--- src/rtl/dna_access_arbiter_pkg.sv ---
// Shared types and sizes for the DNA access arbiter slice.
package atomik_dna_pkg;

  localparam int unsigned WORDS  = 8;
  localparam int unsigned WORD_W = 32;
  localparam int unsigned IDX_W  = 3;
  localparam int unsigned CNT_W  = 4;
  localparam int unsigned REQ_N  = 2;

  localparam logic REQ_CORE = 1'b0;
  localparam logic REQ_DBG  = 1'b1;

  typedef enum logic [1:0] {
    S_EMPTY = 2'd0,
    S_LOCK  = 2'd1,
    S_SERVE = 2'd2
  } state_e;

endpackage

--- src/rtl/dna_access_arbiter_if.sv ---
// Loader-side inputs plus the two-requester read port of the DNA arbiter.
interface dna_access_arbiter_if;
  import atomik_dna_pkg::*;

  logic [WORDS*WORD_W-1:0] dna_storage;
  logic                    otp_en;
  logic                    core_enable;
  logic                    loader_busy;
  logic [REQ_N-1:0]        req_valid;
  logic [IDX_W-1:0]        req_idx0;
  logic [IDX_W-1:0]        req_idx1;
  logic [REQ_N-1:0]        req_ready;
  logic                    rsp_valid;
  logic                    rsp_id;
  logic [WORD_W-1:0]       rsp_data;
  logic                    rsp_burned;
  logic [CNT_W-1:0]        words_left;
  logic                    pad_exhausted;

  modport slave (
    input  dna_storage, otp_en, core_enable, loader_busy, req_valid, req_idx0, req_idx1,
    output req_ready, rsp_valid, rsp_id, rsp_data, rsp_burned, words_left, pad_exhausted
  );

  modport master (
    output dna_storage, otp_en, core_enable, loader_busy, req_valid, req_idx0, req_idx1,
    input  req_ready, rsp_valid, rsp_id, rsp_data, rsp_burned, words_left, pad_exhausted
  );

endinterface

--- src/rtl/dna_access_arbiter_rr.sv ---
// Two-way round-robin arbiter; the pointer remembers the last accepted requester.
module rr_arbiter2
  import atomik_dna_pkg::*;
(
  input  logic             clk,
  input  logic             rst_n,
  input  logic             en_i,
  input  logic [REQ_N-1:0] valid_i,
  output logic [REQ_N-1:0] gnt_c_o
);

  logic last_q, last_d;

  // Reset as if requester 1 won last, so requester 0 takes the first tie.
  always_ff @(posedge clk or negedge rst_n) begin
    if (!rst_n) last_q <= REQ_DBG;
    else        last_q <= last_d;
  end

  always_comb begin
    gnt_c_o = '0;
    last_d  = last_q;
    if (en_i) begin
      unique case (valid_i)
        2'b01:   gnt_c_o = 2'b01;
        2'b10:   gnt_c_o = 2'b10;
        2'b11:   gnt_c_o = (last_q == REQ_CORE) ? 2'b10 : 2'b01;
        default: gnt_c_o = 2'b00;
      endcase
    end
    if (|gnt_c_o) last_d = gnt_c_o[1];
  end

endmodule

--- src/rtl/dna_access_arbiter.sv ---
// Captures the committed DNA image and serves word reads to two requesters,
// with optional burn-on-read and lockout while the loader is active.
module dna_access_arbiter
  import atomik_dna_pkg::*;
(
  input logic                 clk,
  input logic                 rst_n,
  dna_access_arbiter_if.slave bus
);

  state_e                       state_q, state_d;
  logic [WORDS-1:0][WORD_W-1:0] mirror_q, mirror_d;
  logic [WORDS-1:0]             mask_q, mask_d;
  logic                         otp_q, otp_d;
  logic [CNT_W-1:0]             left_q, left_d;
  logic                         pad_q, pad_d;
  logic                         core_en_q;
  logic                         rsp_valid_q, rsp_valid_d;
  logic                         rsp_id_q, rsp_id_d;
  logic [WORD_W-1:0]            rsp_data_q, rsp_data_d;
  logic                         rsp_burned_q, rsp_burned_d;

  logic                         rise_c;
  logic                         arb_en_c;
  logic [REQ_N-1:0]             gnt_c;
  logic [IDX_W-1:0]             idx_c;

  assign rise_c   = bus.core_enable & ~core_en_q;
  // No grants while the mirror is being cleared or reloaded this cycle.
  assign arb_en_c = (state_q == S_SERVE) & ~bus.loader_busy & ~rise_c;
  assign idx_c    = gnt_c[1] ? bus.req_idx1 : bus.req_idx0;

  rr_arbiter2 u_rr (
    .clk     (clk),
    .rst_n   (rst_n),
    .en_i    (arb_en_c),
    .valid_i (bus.req_valid),
    .gnt_c_o (gnt_c)
  );

  always_ff @(posedge clk or negedge rst_n) begin
    if (!rst_n) begin
      state_q      <= S_EMPTY;
      mirror_q     <= '0;
      mask_q       <= '1;
      otp_q        <= 1'b0;
      left_q       <= '0;
      pad_q        <= 1'b0;
      core_en_q    <= 1'b0;
      rsp_valid_q  <= 1'b0;
      rsp_id_q     <= 1'b0;
      rsp_data_q   <= '0;
      rsp_burned_q <= 1'b0;
    end else begin
      state_q      <= state_d;
      mirror_q     <= mirror_d;
      mask_q       <= mask_d;
      otp_q        <= otp_d;
      left_q       <= left_d;
      pad_q        <= pad_d;
      core_en_q    <= bus.core_enable;
      rsp_valid_q  <= rsp_valid_d;
      rsp_id_q     <= rsp_id_d;
      rsp_data_q   <= rsp_data_d;
      rsp_burned_q <= rsp_burned_d;
    end
  end

  always_comb begin
    state_d      = state_q;
    mirror_d     = mirror_q;
    mask_d       = mask_q;
    otp_d        = otp_q;
    left_d       = left_q;
    rsp_valid_d  = 1'b0;
    rsp_id_d     = rsp_id_q;
    rsp_data_d   = rsp_data_q;
    rsp_burned_d = rsp_burned_q;

    if (bus.loader_busy) begin
      state_d  = S_LOCK;
      mirror_d = '0;
      mask_d   = '1;
      left_d   = '0;
    end else if (rise_c) begin
      state_d  = S_SERVE;
      mirror_d = bus.dna_storage;
      otp_d    = bus.otp_en;
      mask_d   = '0;
      left_d   = CNT_W'(WORDS);
    end else begin
      if (state_q == S_LOCK) state_d = S_EMPTY;
      if (|gnt_c) begin
        rsp_valid_d  = 1'b1;
        rsp_id_d     = gnt_c[1];
        rsp_data_d   = mask_q[idx_c] ? '0 : mirror_q[idx_c];
        rsp_burned_d = mask_q[idx_c];
        // First read of a word under burn-on-read destroys it.
        if (otp_q && !mask_q[idx_c]) begin
          mask_d[idx_c]   = 1'b1;
          mirror_d[idx_c] = '0;
          if (left_q != '0) left_d = left_q - CNT_W'(1);
        end
      end
    end

    pad_d = otp_d && (left_d == '0);
  end

  assign bus.req_ready     = gnt_c;
  assign bus.rsp_valid     = rsp_valid_q;
  assign bus.rsp_id        = rsp_id_q;
  assign bus.rsp_data      = rsp_data_q;
  assign bus.rsp_burned    = rsp_burned_q;
  assign bus.words_left    = left_q;
  assign bus.pad_exhausted = pad_q;

endmodule

--- src/flat_wrapper.sv ---
// flat-port wrapper written by rule: the top's interface ports become plain ports
module dna_access_arbiter_flat import atomik_dna_pkg::*;
  (clk, rst_n, bus_dna_storage, bus_otp_en, bus_core_enable, bus_loader_busy, bus_req_valid, bus_req_idx0, bus_req_idx1, bus_req_ready, bus_rsp_valid, bus_rsp_id, bus_rsp_data, bus_rsp_burned, bus_words_left, bus_pad_exhausted);
  dna_access_arbiter_if bus_i ();
  input logic clk;
  input logic rst_n;
  input wire logic [$bits(bus_i.dna_storage)-1:0] bus_dna_storage;
  input wire logic [$bits(bus_i.otp_en)-1:0] bus_otp_en;
  input wire logic [$bits(bus_i.core_enable)-1:0] bus_core_enable;
  input wire logic [$bits(bus_i.loader_busy)-1:0] bus_loader_busy;
  input wire logic [$bits(bus_i.req_valid)-1:0] bus_req_valid;
  input wire logic [$bits(bus_i.req_idx0)-1:0] bus_req_idx0;
  input wire logic [$bits(bus_i.req_idx1)-1:0] bus_req_idx1;
  output wire logic [$bits(bus_i.req_ready)-1:0] bus_req_ready;
  output wire logic [$bits(bus_i.rsp_valid)-1:0] bus_rsp_valid;
  output wire logic [$bits(bus_i.rsp_id)-1:0] bus_rsp_id;
  output wire logic [$bits(bus_i.rsp_data)-1:0] bus_rsp_data;
  output wire logic [$bits(bus_i.rsp_burned)-1:0] bus_rsp_burned;
  output wire logic [$bits(bus_i.words_left)-1:0] bus_words_left;
  output wire logic [$bits(bus_i.pad_exhausted)-1:0] bus_pad_exhausted;
  assign bus_i.dna_storage = bus_dna_storage;
  assign bus_i.otp_en = bus_otp_en;
  assign bus_i.core_enable = bus_core_enable;
  assign bus_i.loader_busy = bus_loader_busy;
  assign bus_i.req_valid = bus_req_valid;
  assign bus_i.req_idx0 = bus_req_idx0;
  assign bus_i.req_idx1 = bus_req_idx1;
  assign bus_req_ready = bus_i.req_ready;
  assign bus_rsp_valid = bus_i.rsp_valid;
  assign bus_rsp_id = bus_i.rsp_id;
  assign bus_rsp_data = bus_i.rsp_data;
  assign bus_rsp_burned = bus_i.rsp_burned;
  assign bus_words_left = bus_i.words_left;
  assign bus_pad_exhausted = bus_i.pad_exhausted;
  dna_access_arbiter u_core (.clk(clk), .rst_n(rst_n), .bus(bus_i));
endmodule
--- config.mk ---
export PLATFORM = sky130hd
export DESIGN_NAME = dna_access_arbiter_flat
export DESIGN_NICKNAME = d
export VERILOG_FILES = /design/src/rtl/dna_access_arbiter_pkg.sv /design/src/rtl/dna_access_arbiter_if.sv /design/src/rtl/dna_access_arbiter_rr.sv /design/src/rtl/dna_access_arbiter.sv /design/src/flat_wrapper.sv
export SDC_FILE = /design/constraint.sdc
export NUM_CORES = 1
export LEC_CHECK = 0
export CORE_ASPECT_RATIO = 0.75
export CORE_MARGIN = 2
export CORE_UTILIZATION = 35
export CTS_BUF_LIST = sky130_fd_sc_hd__clkbuf_8
export DETAILED_ROUTE_END_ITERATION = 16
export SYNTH_ARGS = -nofsm -noshare
export SYNTH_HDL_FRONTEND = slang
export SYNTH_SLANG_ARGS = --single-unit
--- constraint.sdc ---
create_clock -name clk -period 7.95 [get_ports clk]
set_clock_uncertainty 0.2 [all_clocks]
set_input_delay 1.1925 -clock clk [delete_from_list [all_inputs] [get_ports clk]]
set_output_delay 1.1925 -clock clk [all_outputs]
set_load 0.01 [all_outputs]
==> Yosys cells after proc, flatten, opt, wreduce, memory -nomap -nowiden <==
Cells that the tools add are included.
{ "op_classes": {"add_sub_neg": 1, "magnitude_cmp": 2, "eq_ne": 5, "n_mux": 34, "bitwise": 9, "n_reduce_logical": 12} }
{ "ops": {"columns": ["op", "count"], "rows": [
  ["$mux 256", 4],
  ["$and 256x256->256", 1],
  ["$not 256->256", 1],
  ["$bmux 32 s3", 1],
  ["$demux 32 s3", 1],
  ["$mux 32", 3],
  ["$mux 8", 4],
  ["$mux 4", 5],
  ["$mux 2", 5],
  ["$reduce_bool 3->1", 3],
  ["$or 8x8->8", 1],
  ["$mux 1", 7],
  ["$eq 2x2->1 const B", 3],
  ["$pmux 2 s3", 1],
  ["$eq 2x1->1 const B", 2],
  ["$logic_not 4->1", 1],
  ["$lt 3x4->1 const B", 1],
  ["$reduce_bool 4->1", 1],
  ["$sub 4x1->4 const B", 1],
  ["$and 1x1->1", 3],
  ["$bmux 1 s3", 1],
  ["$demux 1 s3", 1],
  ["$ge 3x1->1 const B", 1],
  ["$logic_and 1x1->1", 3],
  ["6 further kinds", 8]
]} }
{ "word_totals": {"register_bits": 309, "input_bits": 269, "out_inout_bits": 42, "word_cells": 82} }

==> Logic depth before layout (Yosys ltp) <==
{ "logic_depth": {"word_depth": 16, "mapped_depth": 12} }

==> By module <==
A second synthesis with hierarchy kept.
{ "unflattened": {"hier_cells": 1016, "hier_area_um2": 12700.9} }
{ "modules_own_cells": {"columns": ["module", "n_inst", "cells_per_inst", "area_each_um2", "seq_area_each_um2"], "rows": [
  ["dna_access_arbiter", 1, 1008, 12638.4, 7717.4],
  ["rr_arbiter2", 1, 8, 62.6, 26.3]
]} }

==> Worst setup path before layout <==
Ideal clock, no wire load.
{ "synth_timing": {"path_type": "input to register", "start": "input port bus_loader_busy", "end": "register u_core.mirror_q[129] in the netlist's numbering", "setup_ns": 0.121, "t_arrival_ns": 3.384, "path_slack_ns": 4.245, "cell_stages": 11, "n_path_buf": 4, "cell_sequence": "buf_4 and4bb_4 a32oi_1 a311o_1 a2111oi_4 and2_1 buf_4 buf_6 a21oi_4 buf_6 a22o_1"} }
{ "synth_via": {"elab_chain_cells": 15, "elab_cells_between_ends": 24, "cone_classes": "order compare: 2; mux: 10; bitwise: 5; reduce/logical: 7"} }
{ "synth_lines": {"columns": ["item", "line", "rtl"], "rows": [
  ["start: declaration", "flat_wrapper.sv:10", "input wire logic [$bits(bus_i.loader_busy)-1:0] bus_loader_busy;"],
  ["$not 1->1 (no source line)", null, null],
  ["$and 1x1->1 (2 in a row)", "dna_access_arbiter.sv:30", "assign arb_en_c = (state_q == S_SERVE) & ~bus.loader_busy & ~rise_c;"],
  ["$mux 2", "dna_access_arbiter_rr.sv:23", "if (en_i) begin"],
  ["$mux 3", "dna_access_arbiter.sv:31", "assign idx_c = gnt_c[1] ? bus.req_idx1 : bus.req_idx0;"],
  ["$lt 3x4->1 (implied by the code) or $ge 3x1->1 (tied branches)", "dna_access_arbiter.sv:101", "mirror_d[idx_c] = '0;"],
  ["$logic_and 1x1->1 (implied by the code)", "dna_access_arbiter.sv:101", null],
  ["$mux 32 (implied by the code)", "dna_access_arbiter.sv:101", null],
  ["$demux 32 s3", null, null],
  ["$not 256->256 (no source line)", null, null],
  ["$and 256x256->256 (no source line)", null, null],
  ["$mux 256", "dna_access_arbiter.sv:99", "if (otp_q && !mask_q[idx_c]) begin"],
  ["$mux 256", "dna_access_arbiter.sv:93", "if (|gnt_c) begin"],
  ["$mux 256", "dna_access_arbiter.sv:85", "end else if (rise_c) begin"],
  ["$mux 256", "dna_access_arbiter.sv:80", "if (bus.loader_busy) begin"],
  ["end signal: assignment", "dna_access_arbiter.sv:56", "mirror_q <= mirror_d;"],
  ["end: declaration", "dna_access_arbiter.sv:12", "logic [WORDS-1:0][WORD_W-1:0] mirror_q, mirror_d;"]
]} }
Several ways; a longest one is shown, not always the timed one. The select of a mux whose other input is x is not followed.
A chain may end at the register's enable or synchronous reset.

==> Worst setup path after layout <==
{ "layout_timing": {"start": "input port bus_core_enable", "end": "register u_core.mirror_q[14] in the netlist's numbering"} }
{ "layout_via": {"elab_chain_cells": 15, "elab_cells_between_ends": 24, "cone_classes": "order compare: 2; mux: 10; bitwise: 5; reduce/logical: 7"} }
{ "layout_lines": {"columns": ["item", "line", "rtl"], "rows": [
  ["start: declaration", "flat_wrapper.sv:9", "input wire logic [$bits(bus_i.core_enable)-1:0] bus_core_enable;"],
  ["$and 1x1->1 (*)", "dna_access_arbiter.sv:28", "assign rise_c = bus.core_enable & ~core_en_q;"],
  ["$not 1->1 (no source line)", null, null],
  ["$and 1x1->1", "dna_access_arbiter.sv:30", null],
  ["$mux 2", "dna_access_arbiter_rr.sv:23", null],
  ["$mux 3", "dna_access_arbiter.sv:31", null],
  ["$lt 3x4->1 (implied by the code) or $ge 3x1->1 (tied branches)", "dna_access_arbiter.sv:101", null],
  ["$logic_and 1x1->1 (implied by the code)", "dna_access_arbiter.sv:101", null],
  ["$mux 32 (implied by the code)", "dna_access_arbiter.sv:101", null],
  ["$demux 32 s3", null, null],
  ["$not 256->256 (no source line)", null, null],
  ["$and 256x256->256 (no source line)", null, null],
  ["$mux 256", "dna_access_arbiter.sv:99", null],
  ["$mux 256", "dna_access_arbiter.sv:93", null],
  ["$mux 256", "dna_access_arbiter.sv:85", null],
  ["$mux 256", "dna_access_arbiter.sv:80", null]
]} }
Mark *: on every way between the ends. The rest lies on a longest branch, timed or not. The select of a mux whose other input is x is not followed.

==> run metrics <==
status complete, no violations; Max-cap violations 0; gpl congestion 0.823; post-synthesis sequential area ratio 60.7%; row count 60; Sw Share 27.1%; Worst-Margin Slew 1180 ps; Num CTS Buffers 51; CP required 8210 ps; # hold bufs at CTS 0; Final Hold Violating Endpoints 0; most common cell after layout, fill and taps aside clkdlybuf4s50_1; reg-to-reg setup timing slack 3230 ps; WP data arrival 5700 ps; HPWL after DPL 29300 um; Netlist Area Pre-Place 0.0128 mm^2; Routed Antenna Nets 0; Final period util 68.4%; share of layout cells above drive strength 1 11.1%; I/O pins 311; # resized after CTS 0; FMAX 184 MHz; Fillers 3206; CP max FO 40; Total GRT Usage 24.5%; DP Cell Count 1697; most common flop cell mapped by yosys dfrtp_1; vias after detailed routing 10515; Fin Hold WS 289 ps; Ys Warns 0; combinational share of power 15.7%; Die Wd 224 um; first-pass GRT wire length 69700 um; max-slew violation count 0; synthesized flop and latch total 309; CTS tree done; P_leak 7.65 nW; H-tree depth 2; vias in the first global route 10852; wire length per cell 26.1 um; Skew-Pair Late Insertion Delay 600 ps; Root Buffer clkbuf_8; initial antenna violation count 10; async set-reset flop share out of synthesis 100%; final-stage net count 1555; synth unique cells 49; Net Sw Power 0.999 mW; Core Region 0.0359 mm^2; worst vdd ir 0.0860 mV; post-synthesis net count 1267; clock transition at the registers of the reported paths 60 ps; Clock power frac 36.9%; Setup CP Type primary input to register; crit path launch type primary input; die area 0.0380 mm^2; Post-Route WL 46900 um; largest net degree at the start of global routing 230; post-CTS setup buffers 0; unrepaired setup endpoints after global routing false; Setup WS post-layout 2510 ps; Final Non-Filler Cells 1796; Worst slew margin 20.1%; Die Height 169 um; Setup TNS 0 ps; syn avg cell area 12.8 um^2; GR Overflow Total 0; most frequent cells in the layout clkdlybuf4s50_1 (309), dfrtp_1 (300), a22o_1 (259), o22ai_1 (68), clkbuf_8 (62); Initial Util 35.6%; Area Overhead vs Synth 35.2%; Final Critical Period 5440 ps; DRC 0; Clock Tree Buf Depth 3; First-pass DRT Iterations 5; EDFF count, synth 0; Int Pwr 2.69 mW; clock sink total 309; Power Density 214 mW/mm^2; dpl ws 1900 ps; Crit. End Element register; Mapped Cells 997; Avg Vias per Cell 5.85; Flop pwr share 47.4%; Final Setup Violations 0; worst hold path class register to register; DRT iter0 DRCs 1149; port bufs 310
per-stage QoR:
| step | utilization [%] | power, mW | instance area, um^2 |
|---|---|---|---|
| final | 48.1 | 3.69 | 17200 |
| after CTS | 48.0 | 3.73 | 17200 |
| after global placement | 45.3 | 2.35 | 16200 |
| after global routing | 48.0 | 3.85 | 17200 |
| after floorplan | - | 1.99 | 12800 |
| after detailed placement | 45.3 | 2.35 | 16200 |
Yosys cell counts (5+ instances only):
cell type / count / share of area (%)
o22a_1: 22 / 1.5
clkbuf_1: 57 / 1.7
o22ai_1: 68 / 3.3
dfrtp_1: 300 / 59
a31oi_1: 7 / 0.34
a32o_1: 31 / 2.4
o21ai_0: 11 / 0.43
nor3_1: 11 / 0.43
a21oi_1: 9 / 0.35
inv_1: 7 / 0.21
o221a_2: 22 / 1.9
nand2_1: 32 / 0.94
and2_1: 5 / 0.25
nor2_1: 56 / 1.6
dfstp_2: 9 / 1.9
buf_2: 20 / 0.78
nand4_1: 5 / 0.25
mux2i_1: 5 / 0.39
a22o_1: 259 / 18
buf_6: 7 / 0.62
area by class of cell:
class / instances / area, um^2 / area share, %
diodes: 8 / 20.0 / 0.116
clock buffers: 62 / 853 / 4.95
well taps: 465 / 582 / 3.37
inverters: 9 / 33.8 / 0.196
flip-flops and latches: 309 / 7740 / 44.9
repair buffers: 323 / 3230 / 18.7
clock inverters: 29 / 129 / 0.747
multi-input cells: 591 / 4650 / 27.0
worst max-delay path, stage by stage:
cell and delay, ps:
clkdlybuf4s50_1 490, nor2b_1 700, nor4_1 150, a311o_1 350
a2111oi_4 350, buf_4 560, and2_1 900, a31oi_4 370
buf_4 390, a22o_1 220
layer usage:
layer	track usage [%]	share of wire [%]	wire length, um
met2	35.4	43	20300
met3	6.37	8.6	4050
met1	36.5	46	21700
met5	0	0.028	13
met4	6.13	1.8	867
cell families after synthesis:
family,count (synthesis),synth area share (%)
AO/OA/AOI/OAI,449,29.9
adder cells (fa/ha/maj),1,0.0980
buffers and inverters,97,3.55
flip-flops,309,60.7
multiplexers,9,0.922
AND/OR/NAND/NOR,132,4.86
power groups by stage:
stage / registers, mW / clock network (mW) / logic [mW]
floorplan: 1.77 / 0 / 0.225
global placement: 1.77 / 0 / 0.577
detailed placement: 1.77 / 0 / 0.582
CTS: 1.75 / 1.39 / 0.585
global route: 1.76 / 1.47 / 0.621
finish: 1.75 / 1.36 / 0.578
worst paths after layout:
check,startpoint,to,depth (start not counted)
worst max-delay path,bus_core_enable,u_core.mirror_q[14]$_DFFE_PN0P_,10
worst min-delay path,u_core.bus.rsp_data[14]$_DFFE_PN0P_,u_core.bus.rsp_data[14]$_DFFE_PN0P_,1
worst max register to register,u_core.core_en_q$_DFF_PN0_,u_core.mirror_q[14]$_DFFE_PN0P_,9
worst min register to register,u_core.bus.rsp_data[14]$_DFFE_PN0P_,u_core.bus.rsp_data[14]$_DFFE_PN0P_,1
max in group asynchronous,rst_n,u_core.mirror_q[217]$_DFFE_PN0P_,2
min in group asynchronous,rst_n,u_core.mirror_q[37]$_DFFE_PN0P_,1
state kept, by name (all words and copies together) (netlist names):
| signal | flops |
|---|---|
| u_core.bus.pad_exhausted | 1 |
| u_core.mask_q | 8 |
| u_core.bus.rsp_valid | 1 |
| u_core.bus.rsp_data | 32 |
| u_core.otp_q | 1 |
| u_core.mirror_q | 256 |
| u_core.bus.rsp_burned | 1 |
| u_core.bus.words_left | 4 |
| u_core.core_en_q | 1 |
| u_core.u_rr.last_q | 1 |
| u_core.bus.rsp_id | 1 |
| u_core.state_q | 2 |
Note: power is estimated with default switching activity, not from simulation.
